### src/rtl/sliced_add_arbiter.sv
// Two-requester round-robin arbiter in front of a single 4-bit ripple slice that
// is time-shared to build a 4*SLICES-bit add, one slice per cycle.
module sliced_add_arbiter #(
  parameter int SLICES = 4
) (
  input  logic                clock,
  input  logic                reset,
  input  logic                req0,
  input  logic [4*SLICES-1:0] a0,
  input  logic [4*SLICES-1:0] b0,
  input  logic                cin0,
  input  logic                req1,
  input  logic [4*SLICES-1:0] a1,
  input  logic [4*SLICES-1:0] b1,
  input  logic                cin1,
  output logic                gnt0,
  output logic                gnt1,
  output logic                busy,
  output logic [4*SLICES-1:0] sum,
  output logic                cout,
  output logic                done,
  output logic                done_id
);

  localparam int W  = 4 * SLICES;
  localparam int CW = (SLICES > 1) ? $clog2(SLICES) : 1;
  localparam logic [CW-1:0] LAST_SLICE = CW'(SLICES - 1);

  typedef enum logic [1:0] {
    IDLE = 2'b00,
    ADD  = 2'b01,
    DONE = 2'b10
  } state_t;

  function automatic logic [1:0] full_add(input logic x, input logic y, input logic ci);
    full_add = {(x & y) | (ci & (x ^ y)), x ^ y ^ ci};
  endfunction

  // Four chained full adders; returns {carry_out, sum[3:0]}.
  function automatic logic [4:0] slice_add(input logic [3:0] x, input logic [3:0] y,
                                           input logic ci);
    logic [1:0] fa;
    logic       c;
    logic [3:0] s;
    c = ci;
    s = 4'b0000;
    for (int i = 0; i < 4; i++) begin
      fa   = full_add(x[i], y[i], c);
      s[i] = fa[0];
      c    = fa[1];
    end
    slice_add = {c, s};
  endfunction

  state_t          state_q, state_d;
  logic [W-1:0]    a_q, a_d;
  logic [W-1:0]    b_q, b_d;
  logic [W-1:0]    sum_q, sum_d;
  logic            carry_q, carry_d;
  logic [CW-1:0]   cnt_q, cnt_d;
  logic            done_id_q, done_id_d;
  logic            last_id_q, last_id_d;
  logic            gnt0_s, gnt1_s;
  logic [CW+1:0]   slice_base_s;
  logic [4:0]      slice_res_s;

  // Round-robin grant: on contention the requester not served last wins.
  always_comb begin
    gnt0_s = 1'b0;
    gnt1_s = 1'b0;
    if (state_q == IDLE && !reset) begin
      gnt0_s = req0 & (~req1 | last_id_q);
      gnt1_s = req1 & (~req0 | ~last_id_q);
    end else begin
      gnt0_s = 1'b0;
      gnt1_s = 1'b0;
    end
  end

  // The shared slice always works on the slice selected by the counter.
  always_comb begin
    slice_base_s = {cnt_q, 2'b00};
    slice_res_s  = slice_add(a_q[slice_base_s +: 4], b_q[slice_base_s +: 4], carry_q);
  end

  // Next-state and datapath update.
  always_comb begin
    state_d   = state_q;
    a_d       = a_q;
    b_d       = b_q;
    sum_d     = sum_q;
    carry_d   = carry_q;
    cnt_d     = cnt_q;
    done_id_d = done_id_q;
    last_id_d = last_id_q;
    case (state_q)
      IDLE: begin
        if (gnt0_s) begin
          state_d   = ADD;
          a_d       = a0;
          b_d       = b0;
          carry_d   = cin0;
          done_id_d = 1'b0;
          last_id_d = 1'b0;
          cnt_d     = {CW{1'b0}};
        end else if (gnt1_s) begin
          state_d   = ADD;
          a_d       = a1;
          b_d       = b1;
          carry_d   = cin1;
          done_id_d = 1'b1;
          last_id_d = 1'b1;
          cnt_d     = {CW{1'b0}};
        end else begin
          state_d = IDLE;
        end
      end
      ADD: begin
        sum_d[slice_base_s +: 4] = slice_res_s[3:0];
        carry_d                  = slice_res_s[4];
        if (cnt_q == LAST_SLICE) begin
          state_d = DONE;
          cnt_d   = {CW{1'b0}};
        end else begin
          cnt_d = cnt_q + CW'(1);
        end
      end
      DONE: begin
        state_d = IDLE;
      end
      default: begin
        state_d = IDLE;
      end
    endcase
  end

  // State registers; reset aborts any operation in flight.
  always_ff @(posedge clock or posedge reset) begin
    if (reset) begin
      state_q   <= IDLE;
      a_q       <= {W{1'b0}};
      b_q       <= {W{1'b0}};
      sum_q     <= {W{1'b0}};
      carry_q   <= 1'b0;
      cnt_q     <= {CW{1'b0}};
      done_id_q <= 1'b0;
      last_id_q <= 1'b1;
    end else begin
      state_q   <= state_d;
      a_q       <= a_d;
      b_q       <= b_d;
      sum_q     <= sum_d;
      carry_q   <= carry_d;
      cnt_q     <= cnt_d;
      done_id_q <= done_id_d;
      last_id_q <= last_id_d;
    end
  end

  assign gnt0    = gnt0_s;
  assign gnt1    = gnt1_s;
  assign busy    = (state_q != IDLE);
  assign done    = (state_q == DONE);
  assign sum     = sum_q;
  assign cout    = carry_q;
  assign done_id = done_id_q;

endmodule

### config.mk
export PLATFORM = sky130hd
export DESIGN_NAME = sliced_add_arbiter
export DESIGN_NICKNAME = d
export VERILOG_FILES = /design/src/rtl/sliced_add_arbiter.sv
export SDC_FILE = /design/constraint.sdc
export NUM_CORES = 1
export LEC_CHECK = 0
export BUFFER_PORTS_ARGS = -buffer_cell sky130_fd_sc_hd__buf_2
export CORE_MARGIN = 4
export CORE_UTILIZATION = 25
export DETAILED_ROUTE_END_ITERATION = 16
export PLACE_DENSITY = 0.41
export SETUP_SLACK_MARGIN = 0.1
export SLEW_MARGIN = 25
export SYNTH_ARGS = -nofsm -noshare
export SYNTH_HDL_FRONTEND = slang
export SYNTH_SLANG_ARGS = --single-unit
export TNS_END_PERCENT = 100
### constraint.sdc
create_clock -name clock -period 3.9 [get_ports clock]
set_input_delay 0.585 -clock clock [delete_from_list [all_inputs] [get_ports clock]]
set_output_delay 0.585 -clock clock [all_outputs]
set_load 0.05 [all_outputs]
==> metrics, run 1 <==
unrepaired setup endpoints after global routing=false; Worst-Margin Slew=0.713 ns; critical path endpoint category=register; final worst slack=between 0.8 and 0.9 ns; Synth warnings=0; WL met1=3210 µm; GP Congestion=about 0.73; Post-synth ARST share=100%; Worst Path Arrival=3.21 ns; syn nets=330; max-slew violations=0; Die X=116 µm; Std-Cell Rows=39; met2 wire length=3140 µm; I/O Buffers=91; Clock transition at path regs=~0.070 ns; Peak supply drop=308 µV; reg-to-reg slack, setup=a little under 0.9 ns; worst reg-to-reg path cell count=8; Core ar.=0.0115 mm²; Cell Chain, Critical Path=mux4_2 -> inv_1 -> fa_1 -> fa_1 -> inv_1 -> fa_1 -> fa_1 -> a22o_1; # H-tree levels=2; most instantiated library cell after synthesis=dfrtp_1; WL final=6760 µm; grt total ovfl=0; Critical-path top delay cell=dfrtp_1; CTS sink cnt=55; drt wl/cell=14.0 µm; reg2reg end=sum[15]; largest net degree at the start of global routing=between 60 and 70; TritonCTS clock tree=done; met3 wire len=381 µm; drt initial violations=92; Die ar.=0.0135 mm²; clock buffer depth=2; HP Class=register to register; Die Ht=around 120 µm; Post-CTS Setup Repair Bufs=0; Initial Util=25.6%; Critical Path RT=just over 4 ns; number of global-route vias before repair=2168; vias per std cell=4.33; Max Clock Freq=around 0.33 GHz; hold depth=2; critical path class=register to register; Synth Register Bits=55; Setup TNS Final=0 ns; final number of setup-violating endpoints=0; n_diodes=0; main flop type after synthesis=dfrtp_1; most instantiated cells after synthesis=54 x dfrtp_1, 38 x nand2_1, 34 x o21ai_1; Final Util=between 30% and 40%; Area Overhead vs Synth=24.6%; top post-synthesis cells by area=dfrtp_1 46%, mux2i_1 11%, mux4_2 6.1%; final hold vios=0; static leakage=1.87 nW; Hold EP=b_q[12]; dpl hpwl=roughly 5200 µm; outcome=complete, no violations; Cells after Synth=250; antenna violations before repair=0; first-pass GRT wire length=11200 µm; Placed Area=0.00348 mm²; Post-synth EDFFs=0; top cell type's share of synthesized area=between 40% and 50%; max-cap viol count=0; Avg Inst Size Synth=11.7 µm²; final instance area=between 0.003 and 0.004 mm²; Reg2Reg Launch Point=cnt_q[1]; Detail Route Antenna Nets=0; # hold bufs at CTS=0; sequential-to-total area share from yosys stat=47.0%; Synth cell types=36; Setup Skew=between 0.008 and 0.009 ns; CTS Root Cell=clkbuf_16; layout cells sized above 1=38.8%; clock latency on the worst-skew pair=0.29 ns; # nets final=419; PostCTS Resize Cnt=0; Tcrit/Tclk final=77.8%; worst stage delay on the critical path=0.71 ns; io pins=92; hold_sp=b_q[12]; worst rel slew slack=52.4%; Place WS=0.861 ns; # DRC=0; detailed-router iteration count before antenna repair=4; CP most frequent cell=fa_1; routed vias=approximately 2.1k; GRT Total Usage=10.5%; crit-path max FO=13; CP Launch Type=register; synthesized cell area=0.00293 mm²; Top Metal Used=met4; TritonCTS Buffers=5; pwr/cell area=855 mW/mm²; WHS=~0.49 ns; fin crit period=3.03 ns; area leader, netlist=dfrtp_1
-- cells by family after synthesis --
family,Yosys count,synth area share (%)
compound gates,60,13.0
simple gates,59,11.2
flops,55,47.0
mux,41,17.4
buf+inv,25,6.11
fa+ha+maj,10,5.29
-- power by group --
group / internal, mW / switching, mW / total, mW / leakage [nW]
Sequential: 0.823 / 0.188 / 1.01 / 0.702
Combinational: 0.579 / 1.01 / 1.59 / 1.08
Clock: 0.320 / 0.199 / 0.519 / 0.0868
Total: 1.72 / 1.40 / 3.12 / 1.87
-- placed cells by master, fill, tap and decap left out, types with 2 or more instances in the layout --
| master | n |
|---|---|
| buf_2 | 91 |
| dfrtp_1 | 54 |
| nand2_1 | 38 |
| o21ai_1 | 34 |
| mux2i_1 | 33 |
| a22o_1 | 12 |
| inv_1 | 8 |
| mux4_2 | 8 |
| ha_1 | 6 |
| clkbuf_16 | 5 |
| inv_2 | 4 |
| nor3_2 | 4 |
| fa_1 | 4 |
| buf_4 | 4 |
| a21oi_1 | 3 |
| nand2_4 | 3 |
| o41ai_1 | 3 |
| o21ai_4 | 2 |
| nor2_1 | 2 |
| nand2b_1 | 2 |
| nand3_1 | 2 |
| o21ai_2 | 2 |
-- routing by layer --
metal  GRT usage, %  up-vias
met4           1.86        0
met5              0        -
met2           16.6       56
met1           14.8      968
li1               -     1063
met3           2.54        4
-- metrics by stage --
step	total power, mW	std cells
2_1_floorplan	2.22	250
3_3_place_gp	2.64	475
3_5_place_dp	2.67	475
4_1_cts	3.20	483
5_1_grt	3.39	483
6_report	3.12	483
-- registers in the layout, summed over array words and instances, names as in the netlist --
signal     flops
a_q           16
b_q           16
cnt_q          2
cout           1
done_id        1
last_id_q      1
state_q        2
sum           16
-- cell type report --
class,count,area [µm²]
clock inverter,2,35.0
fill,1183,7820
timing repair buffer,95,485
tap,143,179
clock buffer,6,139
inverter,12,45.0
multi-input combinational,170,1390
sequential,55,1380
-- worst max-delay path, delay by kind of cell (launching register included) --
kind                     cells  cell delay [ns]
adder cells (fa/ha/maj)      4             1.27
flip-flops                   1             0.71
multiplexers                 1             0.57
AO/OA/AOI/OAI                1             0.23
buffers and inverters        2             0.13
-- worst max-delay path by stage --
| stage | endpoint | from | slack, ns | cells past startpoint |
|---|---|---|---|---|
| finish | sum[15] | cnt_q[1] | 0.87 | 8 |
| global route | cout | cnt_q[1] | 0.70 | 9 |
| CTS | sum[15] | cnt_q[1] | 0.85 | 8 |
| detailed placement | sum[7] | cnt_q[1] | 0.86 | 8 |
| global placement | sum[15] | cnt_q[1] | 0.96 | 8 |
| floorplan | cout | cnt_q[0] | 1.04 | 10 |
Power figures use the tool's default switching activity.
==> inputs of run 2 (changes only) <==
- PLACE_DENSITY: 0.41 -> 0.43
- clock period: 3.9 -> 2.5 ns (I/O delays scaled with it)
==> run 2 against run 1 <==
The flow now finishes with violations (setup timing). Sequential share of layout area fell by 0.88 points. Global-route usage barely moved. Via count rose by 3.0%. Flip-flop and latch count did not move. Largest cell class unchanged. Sequential power rose by 52%. First-iteration DRC count rose by 65%. Wire length rose by 2.7%. Worst setup slack got worse by 1.0 ns. Register-to-register slack got worse by 1.0 ns. Critical path depth rose by 1. Clock-buffer cell count did not move. Clock power rose by 61%.
==> metrics, run 2 (same netlist as run 1, synthesis figures left out) <==
outcome=complete, but fails checks; failing checks=setup timing; most frequent cells in the layout=91 x buf_2, 53 x dfrtp_1, 38 x nand2_1, 34 x o21ai_1, 33 x mux2i_1; max-slew violations=0 (unchanged); drt initial violations=152 (+65%); Clock transition at path regs=0.07 ns (about the same); Core ar.=0.0115 mm² (unchanged); CP Launch Type=register; Tcrit/Tclk final=107% (+29 points); TritonCTS clock tree=done; crit-path max FO=4 (-9); worst stage delay on the critical path=0.53 ns (-0.18 ns); drt wl/cell=14.2 µm (+1.6%); unrepaired setup endpoints after global routing=true; Final Util=32.6% (+0.79 points); Setup TNS Final=-0.556 ns (-0.556 ns); Max Clock Freq=0.375 GHz (+14%); Worst Path Arrival=2.83 ns (-0.38 ns); layout cells sized above 1=42.0% (+3.2 points); Critical-path top delay cell=mux4_2; antenna violations before repair=0 (unchanged); Worst-Margin Slew=0.737 ns (+0.0235 ns); grt total ovfl=0 (unchanged); dpl hpwl=5320 µm (+2.7%); Die X=116 µm (unchanged); most common cell after layout, fill and taps aside=buf_2; max-cap viol count=0 (unchanged); clock buffer depth=2 (unchanged); worst reg-to-reg path cell count=9 (+1); Die ar.=0.0135 mm² (unchanged); CTS sink cnt=55 (unchanged); # nets final=424 (+1.2%); reg2reg end=cout; pwr/cell area=1370 mW/mm² (+60%); WHS=0.324 ns (-0.161 ns); detailed-router iteration count before antenna repair=5 (+1); CP most frequent cell=fa_2; final number of setup-violating endpoints=5 (+5); reg-to-reg slack, setup=-0.17 ns (-1.03 ns); io pins=92 (unchanged); Placed Instances=480 (+1.1%); final std cells w/o fill=488 (+1.0%); Cell Chain, Critical Path=mux4_2 -> inv_2 -> fa_2 -> fa_2 -> inv_2 -> fa_2 -> fa_2 -> a222oi_1 -> o21ai_1; static leakage=1.90 nW (+1.8%); Reg2Reg Launch Point=cnt_q[1]; Peak supply drop=586 µV (+90%); TritonCTS Buffers=5 (unchanged); # DRC=0 (unchanged); # H-tree levels=2 (unchanged); Die Ht=116 µm (unchanged); fin crit period=2.67 ns (-0.366 ns); Area Overhead vs Synth=27.6%; fillers=1157 (-2.2%); Detail Route Antenna Nets=0 (unchanged); critical path class=register to register; largest net degree at the start of global routing=69 (unchanged); GP Congestion=0.740 (+1.3%); I/O Buffers=91 (unchanged); HP Class=input port to asynchronous set/reset pin; final hold vios=0 (unchanged); Setup Skew=0.00547 ns (-0.00288 ns); worst rel slew slack=50.9% (-1.6 points); routed vias=2153 (+3.0%); vias per std cell=4.41 (+1.9%); Critical Path RT=2.66 ns (-1.42 ns); Std-Cell Rows=39 (unchanged); first-pass GRT wire length=11200 µm (-0.49%); GRT Total Usage=10.5% (+0.041 points); Initial Util=25.6% (unchanged); WL final=6940 µm (+2.7%); clock latency on the worst-skew pair=0.29 ns (about the same); number of global-route vias before repair=2136 (-1.5%); n_diodes=0 (unchanged); critical path endpoint category=register; final worst slack=-0.168 ns (-1.03 ns); CTS Root Cell=clkbuf_16; Tot Pwr=5.13 mW (+64%)
-- run 2: cell types whose count changed in the layout (fill, tap and decap cells not counted), sizes merged --
cell,change
buf,+5
clkinv,-1
inv,+1
-- run 2: power breakdown --
part	leakage, nW	internal (mW)	switching, mW	total (mW)
combinational	1.11	1.06	1.70	2.76
clock	0.0875	0.505	0.332	0.837
sequential	0.701	1.29	0.254	1.54
-- run 2: worst max-delay path by stage --
stage | startpoint | end | slack (ns)
2_1_floorplan | cnt_q[0] | cout | -0.21
3_3_place_gp | cnt_q[0] | sum[3] | -0.10
3_5_place_dp | cnt_q[0] | sum[7] | -0.17
4_1_cts | cnt_q[1] | cout | -0.13
5_1_grt | cnt_q[0] | cout | -0.27
6_report | cnt_q[1] | cout | -0.17
-- run 2: what timing repair did --
action                                 in CTS  in global routing
endpoints found under the hold margin       0                  0
hold buffers                                0                  0
resized for setup                           4                  0
pin swaps                                   1                  1
setup endpoints to repair                   9                  9
setup buffers                               0                  0
-- run 2: area by class of cell --
class / instances / area (µm²) / share of cell area (%)
Tap cell: 143 / 179 / 4.78
Clock buffer: 6 / 139 / 3.71
Inverter: 12 / 45.0 / 1.20
Timing Repair Buffer: 100 / 561 / 15.0
Clock inverter: 2 / 38.8 / 1.04
Multi-Input combinational cell: 170 / 1400 / 37.4
Sequential cell: 55 / 1380 / 36.9
-- run 2: routing by layer --
| layer | vias up | track usage, % | routed length (µm) |
|---|---|---|---|
| li1 | 1086 | - | - |
| met1 | 1004 | 14.8 | 3250 |
| met2 | 56 | 16.7 | 3220 |
| met3 | 7 | 2.18 | 365 |
| met4 | 0 | 2.47 | 95 |
| met5 | - | 0 | 0 |
-- run 2: through the flow --
stage | instance area (µm²) | setup WS (ns)
after floorplan | 2940 | -0.206
after global placement | 3560 | -0.104
after detailed placement | 3560 | -0.172
after CTS | 3740 | -0.125
after global routing | 3740 | -0.267
final | 3740 | -0.168
-- run 2: worst max-delay path, delay by kind of cell, from the launching register on --
kind,cells,cell delay (ns)
mux,1,0.53
buf+inv,2,0.11
compound gates,2,0.40
flops,1,0.42
fa+ha+maj,4,1.08
